[config.mk]
export PLATFORM = sky130hd
export DESIGN_NAME = rc4_key_search
export DESIGN_NICKNAME = d
export VERILOG_FILES = /design/src/rtl/rc4_pkg.sv /design/src/rtl/rc4_key_counter.sv /design/src/rtl/rc4_key_search.sv
export SDC_FILE = /design/constraint.sdc
export NUM_CORES = 1
export LEC_CHECK = 0
export CORE_MARGIN = 2
export CORE_UTILIZATION = 54
export DETAILED_ROUTE_END_ITERATION = 8
export HOLD_SLACK_MARGIN = 0.15
export PLACE_DENSITY = 0.82
export SLEW_MARGIN = 15
export SYNTH_ARGS = -nofsm -noshare
export SYNTH_HDL_FRONTEND = slang
export SYNTH_SLANG_ARGS = --single-unit
[constraint.sdc]
create_clock -name clk -period 9.4 [get_ports clk]
set_input_delay 0.94 -clock clk [delete_from_list [all_inputs] [get_ports clk]]
set_output_delay 0.94 -clock clk [all_outputs]
set_load 0.05 [all_outputs]
[src/rtl/rc4_pkg.sv]
// Shared types and constants for the RC4 brute-force key search engine.
package rc4_pkg;

  localparam int S_SIZE = 256;

  localparam logic [7:0] CHAR_SPACE = 8'h20;
  localparam logic [7:0] CHAR_A_LO  = 8'h61;
  localparam logic [7:0] CHAR_Z_LO  = 8'h7a;

  // One state per cycle of every phase: the shuffle and decode loops are
  // unrolled into their per-iteration micro-steps.
  typedef enum logic [4:0] {
    ST_IDLE,
    ST_INIT,
    SH_RD_I,
    SH_WAIT_I,
    SH_RD_J,
    SH_WAIT_J,
    SH_WR_I,
    SH_WR_J,
    DE_RD_I,
    DE_WAIT_I,
    DE_RD_J,
    DE_WAIT_J,
    DE_WR_I,
    DE_WR_J,
    DE_RD_F,
    DE_WAIT_F,
    DE_OUT,
    ST_NEXT,
    ST_DONE
  } state_t;

  // A plaintext byte is acceptable only if it is a lowercase letter or space.
  function automatic logic is_plain_char(input logic [7:0] b);
    return ((b >= CHAR_A_LO) && (b <= CHAR_Z_LO)) || (b == CHAR_SPACE);
  endfunction

endpackage

[src/rtl/rc4_key_counter.sv]
// Candidate key register: loads the range start, steps by one, and reports
// when the current key is the last one of the range.
module rc4_key_counter #(
  parameter int KW = 24
) (
  input  logic          clk,
  input  logic          reset,
  input  logic          load,
  input  logic          inc,
  input  logic [KW-1:0] key_lo,
  input  logic [KW-1:0] key_hi,
  output logic [KW-1:0] current_key,
  output logic          last
);

  logic [KW-1:0] key_hi_q;

  // Capture the range on load, then count up one key per request.
  always_ff @(posedge clk) begin
    if (reset) begin
      current_key <= '0;
      key_hi_q    <= '0;
    end else if (load) begin
      current_key <= key_lo;
      key_hi_q    <= key_hi;
    end else if (inc) begin
      current_key <= current_key + 1'b1;
    end
  end

  // The key only ever counts up from key_lo, so it can exceed key_hi only
  // when the range was given reversed; that case ends after the first key.
  assign last = (current_key >= key_hi_q);

endmodule

[src/rtl/rc4_key_search.sv]
// RC4 brute-force key search: for each candidate key, initialise S, run the
// key schedule, decode the message into the plaintext RAM and stop on the
// first key whose plaintext is all lowercase letters or space.
module rc4_key_search
  import rc4_pkg::*;
#(
  parameter  int KEY_BYTES = 3,
  parameter  int MSG_LEN   = 32,
  localparam int KW        = 8 * KEY_BYTES
) (
  input  logic          clk,
  input  logic          reset,
  input  logic          start,
  input  logic [KW-1:0] key_lo,
  input  logic [KW-1:0] key_hi,
  output logic          busy,
  output logic          done,
  output logic          found,
  output logic [KW-1:0] found_key,
  output logic [KW-1:0] current_key,
  output logic [7:0]    s_address,
  output logic [7:0]    s_data,
  output logic          s_write_enable,
  input  logic [7:0]    s_q,
  output logic [7:0]    encrypted_address,
  input  logic [7:0]    encrypted_q,
  output logic [7:0]    decrypted_address,
  output logic [7:0]    decrypted_data,
  output logic          decrypted_write_enable
);

  localparam logic [7:0] I_LAST = 8'(S_SIZE - 1);
  localparam logic [7:0] K_LAST = 8'(MSG_LEN - 1);

  state_t     state, state_next;
  logic [7:0] i, j, k, si, sj;
  logic [7:0] key_byte;
  logic [7:0] plain;
  logic       plain_ok;
  logic       key_last;
  logic       key_load;
  logic       key_inc;

  assign key_load = (state == ST_IDLE) && start;
  assign key_inc  = (state == ST_NEXT) && !key_last;

  rc4_key_counter #(.KW(KW)) u_key_counter (
    .clk         (clk),
    .reset       (reset),
    .load        (key_load),
    .inc         (key_inc),
    .key_lo      (key_lo),
    .key_hi      (key_hi),
    .current_key (current_key),
    .last        (key_last)
  );

  assign plain    = s_q ^ encrypted_q;
  assign plain_ok = is_plain_char(plain);

  // Select key byte (i mod KEY_BYTES), most significant byte first.
  always_comb begin
    key_byte = '0;
    for (int b = 0; b < KEY_BYTES; b++) begin
      if ((int'(i) % KEY_BYTES) == b) key_byte = current_key[KW-1-8*b -: 8];
    end
  end

  // State register.
  always_ff @(posedge clk) begin
    if (reset) state <= ST_IDLE;
    else       state <= state_next;
  end

  // Next-state logic walking the per-cycle micro-steps of each phase.
  always_comb begin
    state_next = state;
    case (state)
      ST_IDLE:   if (start) state_next = ST_INIT;
      ST_INIT:   if (i == I_LAST) state_next = SH_RD_I;
      SH_RD_I:   state_next = SH_WAIT_I;
      SH_WAIT_I: state_next = SH_RD_J;
      SH_RD_J:   state_next = SH_WAIT_J;
      SH_WAIT_J: state_next = SH_WR_I;
      SH_WR_I:   state_next = SH_WR_J;
      SH_WR_J:   state_next = (i == I_LAST) ? DE_RD_I : SH_RD_I;
      DE_RD_I:   state_next = DE_WAIT_I;
      DE_WAIT_I: state_next = DE_RD_J;
      DE_RD_J:   state_next = DE_WAIT_J;
      DE_WAIT_J: state_next = DE_WR_I;
      DE_WR_I:   state_next = DE_WR_J;
      DE_WR_J:   state_next = DE_RD_F;
      DE_RD_F:   state_next = DE_WAIT_F;
      DE_WAIT_F: state_next = DE_OUT;
      DE_OUT: begin
        if (!plain_ok)        state_next = ST_NEXT;
        else if (k == K_LAST) state_next = ST_DONE;
        else                  state_next = DE_RD_I;
      end
      ST_NEXT:   state_next = key_last ? ST_DONE : ST_INIT;
      ST_DONE:   state_next = ST_IDLE;
      default:   state_next = ST_IDLE;
    endcase
  end

  // Memory port and status outputs, decoded purely from the current state.
  always_comb begin
    busy                   = (state != ST_IDLE) && (state != ST_DONE);
    done                   = (state == ST_DONE);
    s_address              = '0;
    s_data                 = '0;
    s_write_enable         = 1'b0;
    encrypted_address      = '0;
    decrypted_address      = '0;
    decrypted_data         = '0;
    decrypted_write_enable = 1'b0;
    case (state)
      ST_INIT: begin
        s_address      = i;
        s_data         = i;
        s_write_enable = 1'b1;
      end
      SH_RD_I, SH_WAIT_I, SH_RD_J: s_address = i;
      SH_WAIT_J:                   s_address = j;
      SH_WR_I, DE_WR_I: begin
        s_address      = i;
        s_data         = s_q;
        s_write_enable = 1'b1;
      end
      SH_WR_J, DE_WR_J: begin
        s_address      = j;
        s_data         = si;
        s_write_enable = 1'b1;
      end
      default: ;
    endcase
    case (state)
      DE_RD_I:            s_address = i + 8'd1;
      DE_WAIT_I, DE_RD_J: s_address = i;
      DE_WAIT_J:          s_address = j;
      DE_RD_F, DE_WAIT_F: s_address = si + sj;
      default: ;
    endcase
    case (state)
      DE_RD_I, DE_WAIT_I, DE_RD_J, DE_WAIT_J, DE_WR_I, DE_WR_J,
      DE_RD_F, DE_WAIT_F:
        encrypted_address = k;
      DE_OUT: begin
        encrypted_address      = k;
        decrypted_address      = k;
        decrypted_data         = plain;
        decrypted_write_enable = 1'b1;
      end
      default: ;
    endcase
  end

  // i/j/k counters and the two swap holding registers.
  always_ff @(posedge clk) begin
    if (reset) begin
      i  <= '0;
      j  <= '0;
      k  <= '0;
      si <= '0;
      sj <= '0;
    end else begin
      case (state)
        ST_IDLE: begin
          i <= '0;
          j <= '0;
          k <= '0;
        end
        ST_INIT: begin
          i <= i + 8'd1;
          j <= '0;
        end
        SH_RD_J: begin
          si <= s_q;
          j  <= j + s_q + key_byte;
        end
        SH_WR_J: begin
          i <= i + 8'd1;
          if (i == I_LAST) begin
            j <= '0;
            k <= '0;
          end
        end
        DE_RD_I: i <= i + 8'd1;
        DE_RD_J: begin
          si <= s_q;
          j  <= j + s_q;
        end
        DE_WR_I: sj <= s_q;
        DE_OUT:  k  <= k + 8'd1;
        ST_NEXT: begin
          i <= '0;
          j <= '0;
          k <= '0;
        end
        default: ;
      endcase
    end
  end

  // Search result: cleared on a new start, set when a whole message decodes.
  always_ff @(posedge clk) begin
    if (reset) begin
      found     <= 1'b0;
      found_key <= '0;
    end else if (key_load) begin
      found     <= 1'b0;
      found_key <= '0;
    end else if ((state == DE_OUT) && plain_ok && (k == K_LAST)) begin
      found     <= 1'b1;
      found_key <= current_key;
    end
  end

endmodule
==> flow_metrics.py, run 1 <==
metrics = {
    "run_status": {
        "outcome": "finished clean",
    },
    "global_routing": {
        "grt_pass1_wl_um": 42380,
        "first_global_vias": 8397,
        "antenna_found_initial": 0,
        "grt_max_degree": 71,
        "grt_usage": 0.2936,
        "grt.overflow.total": 0,
    },
    "place": {
        "port_buffers": 159,
        "dpl.hpwl_um": 18370,
        "place_area_mm2": 0.01051,
        "post-place-ws_ns": 1.223,
        "numPlacedInstances": 1455,
        "gp_congestion": 0.9420,
    },
    "final_layout": {
        "diodes": 0,
        "seqCellArea_mm2": 0.002362,
        "nets": 1381,
        "finish.utilization": 0.6938,
        "design_area_mm2": 0.01110,
        "layout_commonest_cell": "clkdlybuf4s50_1",
        "fin_cells": 1487,
        "drive_gt1_frac": 0.05507,
        "multi_input_comb_area_mm2": 0.005949,
        "area_growth_pct": 24.94,
        "nFillCells": 1363,
        "layout_common_cells": "clkdlybuf4s50_1, nor2_1, dfxtp_1, nand2_1, a21oi_1",
    },
    "timing": {
        "maxSlewHeadroom": 0.2629,
        "fmax_ghz": 0.1207,
        "setup_viol": 0,
        "rsz0062_at_grt": "no",
        "min_period_ns": 8.287,
        "hold_violations": 0,
        "finalMaxSlewViolations": 0,
        "setup_tns_ns": 0,
        "finalClockSkew_ns": 0.01516,
        "final.period_utilization": 0.8816,
        "worst-slew-pin-transition_ns": 1.106,
        "setup_slack_ns": 1.113,
    },
    "job": {
        "max-cap-violations": 0,
    },
    "logic_synthesis": {
        "ys_async_sr_fraction": 0,
        "yosysUniqueCellTypes": 91,
        "mappedNetlistNets": 1264,
        "synth_edf_count": 0,
        "yosysSeqAreaShare": 0.2659,
        "syn_avg_cell_area_um2": 7.787,
        "ys_ff_latch": 118,
        "synth_ff_type": "dfxtp_1",
        "synthCells": 1141,
        "yosys_warnings": 0,
        "syn_area_mm2": 0.008885,
    },
    "clock_network": {
        "post_cts_buffers": 0,
        "ctsLongestPathBuffers": 2,
        "holdBufCountCts": 0,
        "cts_resized": 0,
        "path_clk_slew_ns": 0.06,
        "cts_sinks": 118,
        "root_buffer": "clkbuf_16",
        "insertion_delay_ns": 0.42,
        "cts_inserted_buffers": 17,
        "cts_tree": "done",
        "htreeDepth": 4,
    },
    "drt": {
        "detail-route-antenna-nets": 0,
        "drtIter0Drc": 834,
        "wire_per_inst_um": 17.19,
        "drc": 0,
        "dr_total_vias": 8888,
        "routed_via_density": 5.977,
        "drt_first_pass_iters": 8,
        "totalWireLength_um": 25560,
    },
    "setup_path": {
        "r2r-start": "i[6]",
        "cpMostUsedCell": "ha_1",
        "crit_arrival_ns": 8.58,
        "rrSetupSlack_ns": 1.11,
        "crit_type": "flip-flop to flip-flop",
        "critPathCaptureType": "flip-flop",
        "critPathMaxStageDelay_ns": 0.56,
        "required_ns": 9.69,
        "start_kind": "flip-flop",
        "crit_fanout": 26,
        "reg2reg_to": "j[7]",
        "cp_slowest_cell": "or4_1",
        "reg2regPathDepth": 33,
    },
    "hold_path": {
        "hold_depth": 2,
        "min_path_type": "flip-flop to flip-flop",
        "worstHoldEndpoint": "found",
        "min-delay-start": "found",
    },
    "floorplanning": {
        "fp.dieW_um": 132.3,
        "initial_core_util": 0.5553,
        "dieArea_mm2": 0.01750,
        "num_rows": 46,
        "die_y_um": 132.3,
        "pin_count": 160,
        "core_mm2": 0.01600,
    },
    "power": {
        "leakagePower_nw": 4.596,
        "peakVddDrop_uv": 156.2,
        "p_per_area_mw_per_mm2": 188.5,
    },
}
-- power by group --
| group | switching, mW | leakage (nW) | total (mW) | internal [mW] |
|---|---|---|---|---|
| clock | 0.253 | 0.288 | 0.653 | 0.400 |
| sequential | 0.0959 | 0.961 | 0.649 | 0.553 |
| combinational | 0.478 | 3.35 | 0.790 | 0.312 |
-- per-layer routing --
metal	GRT usage	wire length [µm]
met5	0	0
met4	0.1016	593
met3	0.06228	1887
met2	0.4789	11870
met1	0.3856	11210
-- worst max-delay path, delay by kind of cell (launching register included) --
kind | cells | cell delay (ns)
buffers and inverters | 3 | 0.53
adder cells (fa/ha/maj) | 4 | 1.08
AO/OA/AOI/OAI | 15 | 3.80
flip-flops | 1 | 0.30
AND/OR/NAND/NOR | 10 | 2.25
XOR/XNOR | 1 | 0.20
-- synthesized netlist by cell type, types with 4 or more instances --
cell         n  area, µm²
a2111oi_0    9      78.83
a211oi_1    38      285.3
a21o_1      21      157.7
a21oi_1     93      465.5
a221oi_1    11      96.34
a222oi_1    15      150.1
a22oi_1      7      52.55
a311oi_1     4      35.03
a31oi_1      6      37.54
and2_1      20      125.1
and3_1      14      87.58
buf_2        5      25.02
buf_4        4      30.03
buf_6        4      45.04
clkbuf_1    56      210.2
dfxtp_1    118       2362
ha_1        53      663.1
inv_1       65      244.0
mux2i_1     42      420.4
nand2_1     96      360.4
nand2b_1    12      75.07
nand3_1     29      145.1
nand3b_1     6      45.04
nand4_1     18      112.6
nor2_1     141      529.3
nor2b_1      7      43.79
nor3_1      14      70.07
nor3b_1      4      30.03
nor4_1       7      43.79
o211ai_1     5      37.54
o21ai_0     37      185.2
o21bai_1    11      82.58
o22ai_1      6      37.54
or3_1       11      68.82
xnor2_1     51      446.7
xor2_1      14      122.6
-- state kept, by name, indices dropped and copies added, names as in the netlist --
| name | flops |
|---|---|
| i | 8 |
| si | 8 |
| u_key_counter.current_key | 24 |
| u_key_counter.key_hi_q | 24 |
| sj | 8 |
| found_key | 24 |
| found | 1 |
| j | 8 |
| k | 8 |
| state | 5 |
-- worst max-delay path by stage --
stage                end  startpoint  cells past startpoint
finish              j[7]        i[6]                     33
global route        j[7]        i[4]                     31
CTS                 j[7]        i[6]                     33
detailed placement  j[7]        i[6]                     33
global placement    j[7]        i[6]                     33
floorplan           j[7]        i[6]                     36
-- layout make-up --
| class | count | share of cell area |
|---|---|---|
| clock buffer | 19 | 0.03990 |
| sequential | 118 | 0.2128 |
| multi-input combinational | 883 | 0.5360 |
| clock inverter | 13 | 0.01330 |
| timing repair buffer | 171 | 0.1510 |
| inverter | 67 | 0.02266 |
| tap | 216 | 0.02435 |
-- through the flow --
| stage | hold WS [ns] | power [mW] |
|---|---|---|
| global placement | 0.4387 | 1.426 |
| CTS | 0.4485 | 2.094 |
| floorplan | 0.4363 | 1.204 |
| finish | 0.4470 | 2.092 |
| detailed placement | 0.4393 | 1.437 |
| global route | 0.4708 | 2.219 |
-- cell families after synthesis --
kind of cell / share of synthesized area
fa+ha+maj: 0.08140
compound gates: 0.2443
xor+xnor: 0.06591
mux: 0.05323
flops: 0.2659
simple gates: 0.2242
buf+inv: 0.06506
Power figures use the tool's default switching activity.
==> run 2: changes to the inputs <==
--- a/config.mk
+++ b/config.mk
@@ -6,10 +6,8 @@
 export NUM_CORES = 1
 export LEC_CHECK = 0
 export CORE_MARGIN = 2
-export CORE_UTILIZATION = 54
+export CORE_UTILIZATION = 38
 export DETAILED_ROUTE_END_ITERATION = 8
-export HOLD_SLACK_MARGIN = 0.15
-export PLACE_DENSITY = 0.82
 export SLEW_MARGIN = 15
 export SYNTH_ARGS = -nofsm -noshare
 export SYNTH_HDL_FRONTEND = slang
==> run 2 against run 1 <==
Utilization shrank 20 points. Die area grew 41%. Clock skew shrank 0.0024 ns. Sequential power grew 0.9%. Maximum frequency shrank 0.50%. Total power grew 2.3%. Clock power grew 5.7%. Setup slack lost 0.042 ns. Global-route usage shrank 6.9 points. Worst hold slack gained 0.00085 ns. Sequential cell count is the same.
==> flow_metrics.py, run 2 (synthesis gave the netlist of run 1 again) <==
metrics = {
    "drt": {
        "drt_first_pass_iters": 8,
        "drtIter0Drc": 639,
        "detail-route-antenna-nets": 0,
        "m1WireLength_um": 12580,
        "dr_total_vias": 8752,
        "route.met2.wl_um": 12510,
        "totalWireLength_um": 27500,
        "met3_length_um": 1969,
        "wire_per_inst_um": 17.34,
        "routed_via_density": 5.518,
        "routed.top_layer": "met4",
        "drc": 0,
    },
    "timing": {
        "min_period_ns": 8.328,
        "hold_violations": 0,
        "whs_ns": 0.4479,
        "finalMaxSlewViolations": 0,
        "maxSlewHeadroom": 0.4057,
        "setup_viol": 0,
        "final.period_utilization": 0.8860,
        "worst-slew-pin-transition_ns": 0.8903,
        "fmax_ghz": 0.1201,
        "setup_tns_ns": 0,
        "rsz0062_at_grt": "no",
        "finalClockSkew_ns": 0.01279,
    },
    "setup_path": {
        "crit_fanout": 26,
        "critPathCaptureType": "flip-flop",
        "reg2regPathDepth": 33,
        "cpMostUsedCell": "ha_1",
        "cp-startpoint": "i[6]",
        "cp.depth": 33,
        "crit_arrival_ns": 8.64,
        "cpLargestDelayFamily": "compound AO/OA/AOI/OAI gates",
        "start_kind": "flip-flop",
        "crit_type": "flip-flop to flip-flop",
        "r2r-start": "i[6]",
        "cp_slowest_cell": "or4_1",
        "critPathMaxStageDelay_ns": 0.53,
        "required_ns": 9.71,
        "cp.buffers_inverters": 3,
    },
    "final_layout": {
        "layout_common_cells": "clkdlybuf4s50_1, nor2_1, dfxtp_1, nand2_1, a21oi_1",
        "nets": 1383,
        "reg_top3": "found_key (24), u_key_counter.current_key (24), u_key_counter.key_hi_q (24)",
        "nFillCells": 2217,
        "layout_commonest_cell": "clkdlybuf4s50_1",
        "area_growth_pct": 26.59,
        "drive_gt1_frac": 0.05656,
        "diodes": 0,
    },
    "clock_network": {
        "htreeDepth": 4,
        "root_buffer": "clkbuf_16",
        "path_clk_slew_ns": 0.06,
        "cts_sinks": 118,
        "holdBufCountCts": 0,
        "cts_inserted_buffers": 17,
        "post_cts_buffers": 0,
        "insertion_delay_ns": 0.44,
        "ctsLongestPathBuffers": 2,
        "cts_resized": 0,
        "cts_tree": "done",
    },
    "hold_path": {
        "hold_depth": 2,
        "min-delay-start": "found",
        "min_path_type": "flip-flop to flip-flop",
    },
    "place": {
        "gp_congestion": 0.9005,
        "dpl.hpwl_um": 19540,
        "port_buffers": 159,
    },
    "global_routing": {
        "grt_usage": 0.2247,
        "antenna_found_initial": 0,
        "first_global_vias": 8272,
        "grt_max_degree": 71,
        "grt.overflow.total": 0,
        "grt_pass1_wl_um": 43900,
    },
    "floorplanning": {
        "fp.dieW_um": 156.9,
        "pin_count": 160,
        "dieArea_mm2": 0.02462,
        "core_mm2": 0.02278,
        "die_y_um": 156.9,
        "num_rows": 55,
        "initial_core_util": 0.3901,
    },
    "job": {
        "max-cap-violations": 0,
    },
    "power": {
        "p_per_area_mw_per_mm2": 190.3,
        "peakVddDrop_uv": 107.6,
        "leakagePower_nw": 4.606,
    },
    "run_status": {
        "outcome": "finished clean",
    },
}
[run 2: per-layer routing]
| layer | vias up | GRT usage |
|---|---|---|
| li1 | 4364 | - |
| met1 | 4083 | 0.3008 |
| met2 | 277 | 0.3569 |
| met3 | 28 | 0.05727 |
| met4 | 0 | 0.06466 |
| met5 | - | 0 |
[run 2: area by class of cell]
type	instances	area, µm²	area share
flip-flops and latches	118	2362	0.2100
clock buffers	18	429.2	0.03816
inverters	67	251.5	0.02236
well taps	313	391.6	0.03482
clock inverters	14	171.4	0.01524
repair buffers	173	1692	0.1504
multi-input cells	883	5949	0.5290
[run 2: final timing paths]
path	end	slack [ns]
max	j[7]	1.07
min	found	0.45
max reg2reg	j[7]	1.07
min reg2reg	found	0.45
[run 2: metrics by stage]
stage | util | setup WS, ns | power, mW | instances | instance area (µm²)
after floorplan | - | 1.737 | 1.204 | 1141 | 8885
after global placement | 0.4674 | 1.415 | 1.448 | 1554 | 10650
after detailed placement | 0.4674 | 1.163 | 1.455 | 1554 | 10650
after CTS | 0.4938 | 1.137 | 2.152 | 1586 | 11250
after global routing | 0.4938 | 0.3269 | 2.270 | 1586 | 11250
final | 0.4938 | 1.072 | 2.140 | 1586 | 11250
[run 2: power by group]
part	total, mW	switching, mW	internal, mW
sequential	0.655	0.102	0.553
clock	0.690	0.271	0.419
combinational	0.795	0.481	0.314
[run 2: worst min-delay path: cells and delay by family, from the launching register on]
family | cells | cell delay [ns]
flip-flops | 1 | 0.31
buffers and inverters | 1 | 0.05
AO/OA/AOI/OAI | 1 | 0.05
==> run 3: changes to the inputs <==
--- a/config.mk
+++ b/config.mk
@@ -5,9 +5,11 @@
 export SDC_FILE = /design/constraint.sdc
 export NUM_CORES = 1
 export LEC_CHECK = 0
+export CAP_MARGIN = 0
 export CORE_MARGIN = 2
 export CORE_UTILIZATION = 38
 export DETAILED_ROUTE_END_ITERATION = 8
+export RECOVER_POWER = 50
 export SLEW_MARGIN = 15
 export SYNTH_ARGS = -nofsm -noshare
 export SYNTH_HDL_FRONTEND = slang
==> run 3 against run 2 <==
The flow now finishes with violations (max-capacitance violations, max-slew violations). Maximum frequency barely moved. Setup slack improved by 0.0010 ns. Sequential share of layout area barely moved. Global-route usage did not move. Wire length fell by 0.39%. Non-clock buffer count did not move. Largest cell class unchanged.
==> flow_metrics.py, run 3 (synthesis gave the netlist of run 1 again) <==
metrics = {
    "clock_network": {
        "cts_inserted_buffers": 17,
        "htreeDepth": 4,
        "holdBufCountCts": 0,
        "insertion_delay_ns": 0.44,
        "ctsLongestPathBuffers": 2,
        "post_cts_buffers": 0,
        "cts_sinks": 118,
        "root_buffer": "clkbuf_16",
        "path_clk_slew_ns": 0.06,
        "cts_resized": 0,
        "cts_tree": "done",
    },
    "final_layout": {
        "nets": 1383,
        "fin_cells": 1586,
        "drive_gt1_frac": 0.05420,
        "area_growth_pct": 26.46,
        "diodes": 0,
        "design_area_mm2": 0.01124,
        "layout_commonest_cell": "nor2_1",
        "reg_top3": "found_key (24), u_key_counter.current_key (24), u_key_counter.key_hi_q (24)",
        "layout_common_cells": "nor2_1, dfxtp_1, clkdlybuf4s50_1, nand2_1, a21oi_1",
        "finish.utilization": 0.4933,
    },
    "timing": {
        "rsz0062_at_grt": "no",
        "setup_viol": 0,
        "maxSlewHeadroom": -1.015,
        "finalMaxSlewViolations": 71,
        "setup_tns_ns": 0,
        "final.period_utilization": 0.8859,
        "hold_violations": 0,
        "worst-slew-pin-transition_ns": 3.022,
        "setup_slack_ns": 1.073,
        "whs_ns": 0.4443,
        "fmax_ghz": 0.1201,
        "finalClockSkew_ns": 0.01159,
        "min_period_ns": 8.327,
    },
    "run_status": {
        "failed_checks": "max-capacitance violations, max-slew violations",
        "outcome": "finished, violations left",
    },
    "drt": {
        "totalWireLength_um": 27390,
        "drtIter0Drc": 691,
        "wire_per_inst_um": 17.27,
        "detail-route-antenna-nets": 0,
        "routed_via_density": 5.571,
        "drt_first_pass_iters": 8,
        "drc": 0,
        "dr_total_vias": 8836,
    },
    "global_routing": {
        "grt_max_degree": 71,
        "grt.overflow.total": 0,
        "antenna_found_initial": 0,
        "first_global_vias": 8272,
        "grt_pass1_wl_um": 43900,
        "grt_usage": 0.2247,
    },
    "setup_path": {
        "crit_arrival_ns": 8.64,
        "setup.worst_path.end": "j[7]",
        "reg2regPathDepth": 33,
        "cpMostUsedCell": "ha_1",
        "crit_fanout": 26,
        "required_ns": 9.71,
        "critPathMaxStageDelay_ns": 0.53,
        "rrSetupSlack_ns": 1.07,
        "r2r-start": "i[6]",
        "crit_type": "flip-flop to flip-flop",
        "cp-startpoint": "i[6]",
        "critPathCaptureType": "flip-flop",
        "start_kind": "flip-flop",
        "reg2reg_to": "j[7]",
        "cp_slowest_cell": "or4_1",
    },
    "job": {
        "max-cap-violations": 1,
    },
    "floorplanning": {
        "dieArea_mm2": 0.02462,
        "die_y_um": 156.9,
        "initial_core_util": 0.3901,
        "core_mm2": 0.02278,
        "num_rows": 55,
        "pin_count": 160,
        "fp.dieW_um": 156.9,
    },
    "power": {
        "leakagePower_nw": 4.741,
        "p_per_area_mw_per_mm2": 189.6,
        "peakVddDrop_uv": 106.8,
        "total_power_mw": 2.131,
    },
    "hold_path": {
        "min_path_type": "flip-flop to flip-flop",
        "min-delay-start": "found",
    },
    "place": {
        "gp_congestion": 0.9005,
        "post-place-ws_ns": 1.163,
        "dpl.hpwl_um": 19540,
        "port_buffers": 159,
        "numPlacedInstances": 1554,
        "place_area_mm2": 0.01065,
    },
}
-- run 3: cell count changes in the layout (fill, tap and decap cells not counted) --
| cell | before | now |
|---|---|---|
| buf_4 | 14 | 11 |
| clkbuf_1 | 1 | 4 |
| clkdlybuf4s50_1 | 158 | 108 |
| dlygate4sd3_1 | 0 | 50 |
-- run 3: layout make-up --
type	instances	area [µm²]
Clock buffer	18	429.2
Clock inverter	14	171.4
Fill cell	2221	11540
Inverter	67	251.5
Multi-Input combinational cell	883	5949
Sequential cell	118	2362
Tap cell	313	391.6
Timing Repair Buffer	173	1680
-- run 3: metal layers --
layer / global-route usage / part of all wire
met4: 0.06466 / 0.016
met5: 0 / 0
met2: 0.3569 / 0.46
met3: 0.05727 / 0.073
met1: 0.3008 / 0.45
-- run 3: worst min-delay path by stage --
stage,end,depth (start not counted)
global route,u_key_counter.key_hi_q[20],2
CTS,found,2
detailed placement,u_key_counter.key_hi_q[12],2
finish,found,2
global placement,found,2
floorplan,u_key_counter.key_hi_q[10],2
-- run 3: critical path, delay by kind of cell (launching register included) --
kind / cells / cell delay [ns]
compound gates: 15 / 3.85
simple gates: 10 / 2.22
fa+ha+maj: 4 / 1.10
buf+inv: 3 / 0.54
flops: 1 / 0.30
xor+xnor: 1 / 0.20
-- run 3: where the power goes --
part           internal, mW  leakage, nW  switching [mW]  total (mW)
combinational         0.307         3.49           0.480       0.788
sequential            0.553        0.961          0.0997       0.652
clock                 0.419        0.288           0.271       0.690
